**config.mk**
```make
export PLATFORM = sky130hd
export DESIGN_NAME = percount
export DESIGN_NICKNAME = d
export VERILOG_FILES = /design/src/rtl/percount.sv
export SDC_FILE = /design/constraint.sdc
export NUM_CORES = 1
export LEC_CHECK = 0
export CORE_UTILIZATION = 25
export DETAILED_ROUTE_END_ITERATION = 10
export GPL_TIMING_DRIVEN = 1
export SLEW_MARGIN = 20
export SYNTH_ARGS = -nofsm -noshare
export SYNTH_HDL_FRONTEND = slang
export SYNTH_SLANG_ARGS = --single-unit
export TNS_END_PERCENT = 100
```
**constraint.sdc**
```tcl
create_clock -name clk_i -period 1.6 [get_ports clk_i]
set_input_delay 0.48 -clock clk_i [delete_from_list [all_inputs] [get_ports clk_i]]
set_output_delay 0.48 -clock clk_i [all_outputs]
set_load 0.03 [all_outputs]
```
**src/rtl/percount.sv**
```systemverilog
// rtl/percount.sv - tap-button period counter feeding per2bpm
//
// Purpose:
//   Counts time pulses between two successive rising edges of the debounced
//   tap button. It reports the interval clamped to [BTN_PER_MIN..BTN_PER_MAX]
//   together with a one-cycle strobe. An interval longer than BTN_PER_MAX is
//   discarded, and the next press starts a new measurement.
//
// Ports:
//   clk_i          in   1          system clock, rising edge
//   rst_i          in   1          synchronous reset, active-low
//   tp_i           in   1          time pulse, one clk_i cycle per tp
//   btn_i          in   1          debounced button level, 1 = pressed
//   btn_per_o      out  PER_WIDTH  last measured period in tp
//   btn_per_valid  out  1          one-cycle strobe, btn_per_o new this cycle

module percount #(
    parameter int PER_WIDTH   = 16,
    parameter int BTN_PER_MIN = 240,
    parameter int BTN_PER_MAX = 2000
) (
    input  logic                 clk_i,
    input  logic                 rst_i,
    input  logic                 tp_i,
    input  logic                 btn_i,
    output logic [PER_WIDTH-1:0] btn_per_o,
    output logic                 btn_per_valid
);

    localparam logic [PER_WIDTH-1:0] PER_MIN = PER_WIDTH'(BTN_PER_MIN);
    localparam logic [PER_WIDTH-1:0] PER_MAX = PER_WIDTH'(BTN_PER_MAX);

    typedef enum logic {
        ST_IDLE  = 1'b0,
        ST_COUNT = 1'b1
    } state_t;

    state_t                 r_state;
    state_t                 w_state_nxt;
    logic [PER_WIDTH-1:0]   r_cnt;
    logic [PER_WIDTH-1:0]   w_cnt_nxt;
    logic [PER_WIDTH-1:0]   r_per;
    logic [PER_WIDTH-1:0]   w_per_nxt;
    logic                   r_valid;
    logic                   w_valid_nxt;
    logic                   r_btn_old;
    logic                   w_rise;

    assign w_rise = btn_i & ~r_btn_old;

    always_comb begin
        w_state_nxt = r_state;
        w_cnt_nxt   = r_cnt;
        w_per_nxt   = r_per;
        w_valid_nxt = 1'b0;
        case (r_state)
            ST_IDLE: begin
                w_cnt_nxt = '0;
                if (w_rise) begin
                    w_state_nxt = ST_COUNT;
                end
            end
            ST_COUNT: begin
                if (w_rise) begin
                    // A press wins over a coincident tick, so the tick is dropped.
                    w_cnt_nxt   = '0;
                    w_per_nxt   = (r_cnt < PER_MIN) ? PER_MIN : r_cnt;
                    w_valid_nxt = 1'b1;
                end else if (tp_i) begin
                    // Compare before incrementing so the counter can never wrap.
                    if (r_cnt == PER_MAX) begin
                        w_state_nxt = ST_IDLE;
                        w_cnt_nxt   = '0;
                    end else begin
                        w_cnt_nxt = r_cnt + 1'b1;
                    end
                end
            end
            default: begin
                w_state_nxt = ST_IDLE;
                w_cnt_nxt   = '0;
            end
        endcase
    end

    always_ff @(posedge clk_i) begin
        if (!rst_i) begin
            r_state   <= ST_IDLE;
            r_cnt     <= '0;
            r_per     <= '0;
            r_valid   <= 1'b0;
            // Start high so that a button held through reset does not register as a press.
            r_btn_old <= 1'b1;
        end else begin
            r_state   <= w_state_nxt;
            r_cnt     <= w_cnt_nxt;
            r_per     <= w_per_nxt;
            r_valid   <= w_valid_nxt;
            r_btn_old <= btn_i;
        end
    end

    assign btn_per_o     = r_per;
    assign btn_per_valid = r_valid;

endmodule

```
==> results.sh, run 1 <==
export IMPL_dp_hpwl_um=3180
export IMPL_clk_latency_ns=0.28
export IMPL_synth_async_sr_flop_share_pct=0
export IMPL_cts_root_buf="clkbuf_8"
export IMPL_min_path_cells=2
export IMPL_row_count=29
export IMPL_finClkSkew_ns=0.00342
export IMPL_hold_viol_final=0
export IMPL_cts_sinks=35
export IMPL_tritoncts="built"
export IMPL_required_ns=1.81
export IMPL_numCtsBuffers=5
export IMPL_first_iter_violations=106
export IMPL_syn_nets=187
export IMPL_antenna_found_initial=0
export IMPL_dpl_cell_area_um2=2270
export IMPL_finalNetCount=250
export IMPL_wl_um=4520
export IMPL_cp_end_kind="flop"
export IMPL_ios=21
export IMPL_arrival_ns=1.88
export IMPL_final_antenna_net_count=0
export IMPL_drive_gt1_share_pct=36.3
export IMPL_fp_dieH_um=83.3
export IMPL_setup_viol=10
export IMPL_vias=1580
export IMPL_fin_setup_tns_ns=-0.528
export IMPL_path_class="flop to flop"
export IMPL_hp_class="flop to flop"
export IMPL_fmax_mhz=600
export IMPL_numPortBuffers=20
export IMPL_cts_hold_buf=0
export IMPL_seq_area_frac_synth_pct=42.4
export IMPL_first_pass_iters=4
export IMPL_peakVddDrop_mv=0.420
export IMPL_slowest_stage="a2111o_1"
export IMPL_ys_flop_type="dfxtp_1"
export IMPL_grt_pass1_vias=1562
export IMPL_dieArea_um2=6950
export IMPL_drv_cap=0
export IMPL_synth_distinct_cells=45
export IMPL_rr_worst_depth=4
export IMPL_ys_warnings_count=0
export IMPL_synth_edf_count=0
export IMPL_status="complete, but fails checks"
export IMPL_cp_start_kind="flop"
export IMPL_leakagePower_nw=0.955
export IMPL_cp_slowest_stage_delay_ns=0.46
export IMPL_fin_area_um2=2500
export IMPL_grt_usage_pct=13.5
export IMPL_start_util_pct=25.9
export IMPL_drc=0
export IMPL_netlist_instances=181
export IMPL_period_minus_slack_ns=1.67
export IMPL_synth_cell_area_um2=1650
export IMPL_violations="setup timing"
export IMPL_grt_pass1_wl_um=7480
export IMPL_syn_to_final_growth_pct=51.3
export IMPL_overflow=0
export IMPL_antenna_cells=0
export IMPL_rsz0062_at_grt="yes"
export IMPL_viasPerCell=4.91
export IMPL_tightest_slew_ns=0.355
export IMPL_fp_dieW_um=83.3
export IMPL_grt_max_degree=20
export IMPL_worst_slack_ns=-0.0679
export IMPL_period_share_pct=104
export IMPL_htreeDepth=2
export IMPL_ys_ff_latch=35
export IMPL_p_total_mw=1.66
export IMPL_path_cells="nand3_1 > a2111o_1 > or3_1 > a211oi_2"
export IMPL_clk_pin_slew_worst_paths_ns=0.07
export IMPL_core_um2=6390
export IMPL_clockBufferDepth=2
export IMPL_slew_headroom_pct=76.1
export IMPL_maxSlewViolCount=0
export IMPL_wire_per_inst_um=14.0
export IMPL_p_per_area_nw_per_um2=662
export IMPL_gp_congestion=0.861
export IMPL_crit_fanout=4
export IMPL_avgSynthCellArea_um2=9.14
through the flow:
stage               util [%]  hold slack [ns]  setup slack [ns]  std cells
floorplan                  -            0.467           -0.0433        181
global placement        35.6            0.453            -0.559        313
detailed placement      35.6            0.457            -0.575        313
CTS                     38.1            0.466           -0.0666        321
global route            39.2            0.495            -0.185        322
finish                  39.2            0.461           -0.0679        322
sequential cells by signal (all words and copies together) (netlist names):
| signal | flops |
|---|---|
| btn_per_o | 16 |
| r_cnt | 16 |
| btn_per_valid | 1 |
| r_btn_old | 1 |
| r_state | 1 |
cell usage in the layout (no fill, tap or decap), drive strengths merged, types with 3 or more instances in the layout:
cell type    count
buf             48
dfxtp           35
nand2           29
dlygate4sd2     19
a21boi          13
nand3           11
nor3             9
clkbuf           8
xor2             5
a211oi           5
o211ai           4
nand2b           4
xnor2            4
o221a            4
nand4            4
o21ai            4
or3              4
inv              3
nor4             3
path summary, 6_finish.rpt:
path / slack [ns] / startpoint / end
worst min register to register: 0.46 / btn_per_o[10] / btn_per_o[10]
worst min-delay path: 0.46 / btn_per_o[10] / btn_per_o[10]
worst max-delay path: -0.07 / r_cnt[9] / r_cnt[13]
worst max register to register: -0.07 / r_cnt[9] / r_cnt[13]
where the power goes:
part	total [mW]	switching, mW	internal (mW)
combinational	0.0777	0.0415	0.0362
clock	0.705	0.312	0.393
sequential	0.875	0.00242	0.872
total	1.66	0.356	1.30
final cells by class:
class | instances | area, µm²
Timing Repair Buffer | 68 | 584
Clock buffer | 8 | 100
Multi-Input combinational cell | 131 | 997
Fill cell | 649 | 3880
Tap cell | 77 | 96.3
Inverter | 3 | 11.3
Sequential cell | 35 | 713
critical path, delay by kind of cell, from the launching register on:
family	cells	cell delay (ns)
DFF	1	0.44
and+or+nand+nor	2	0.50
AOI/OAI and AO/OA	2	0.67
layer usage:
| metal | track usage, % | share of wire [%] | wire length (µm) | up-vias |
|---|---|---|---|---|
| met1 | 17.6 | 47 | 2140 | 743 |
| met2 | 21.3 | 46 | 2060 | 30 |
| met5 | 0 | 0 | 0 | - |
| met4 | 4.70 | 1.9 | 87 | 0 |
| met3 | 3.68 | 5.1 | 231 | 13 |
| li1 | - | - | - | 794 |
cell usage after synthesis (3+ instances only):
library cell / number / share of area, %
inv_1: 3 / 0.68
clkbuf_1: 5 / 1.1
o21ai_0: 4 / 1.2
nor3_1: 8 / 2.4
o211ai_1: 4 / 1.8
nand4_1: 3 / 1.1
xnor2_1: 4 / 2.1
a21boi_0: 13 / 5.9
xor2_1: 5 / 2.6
o221a_2: 4 / 2.7
nand2b_1: 4 / 1.5
nand3_1: 11 / 3.3
or3_1: 3 / 1.1
buf_2: 5 / 1.5
nand2_1: 29 / 6.6
dfxtp_1: 35 / 42
a211oi_1: 4 / 1.8
timing repair:
| action | 4_1_cts | 5_1_grt |
|---|---|---|
| gates cloned | 0 | 0 |
| pin swaps | 6 | 8 |
| setup buffers | 0 | 1 |
| gates resized for setup | 40 | 14 |
| setup endpoints to repair | 47 | 16 |
| hold endpoints to repair | 0 | 0 |
logic make-up after synthesis:
group,synth area share [%]
and+or+nand+nor,27.2
adders and majority gates,1.51
AOI/OAI and AO/OA,19.8
DFF,42.4
xor gates and xnor gates,4.77
buffers and inverters,4.31
(Power assumes the default switching activity.)
==> run 2: changes to the inputs <==
--- a/config.mk
+++ b/config.mk
@@ -8,6 +8,7 @@
 export CORE_UTILIZATION = 25
 export DETAILED_ROUTE_END_ITERATION = 10
 export GPL_TIMING_DRIVEN = 1
+export HOLD_SLACK_MARGIN = 0.08
 export SLEW_MARGIN = 20
 export SYNTH_ARGS = -nofsm -noshare
 export SYNTH_HDL_FRONTEND = slang
==> results of run 2 <==
Same layout as run 1: the final DEF is identical, and so are final timing and power.
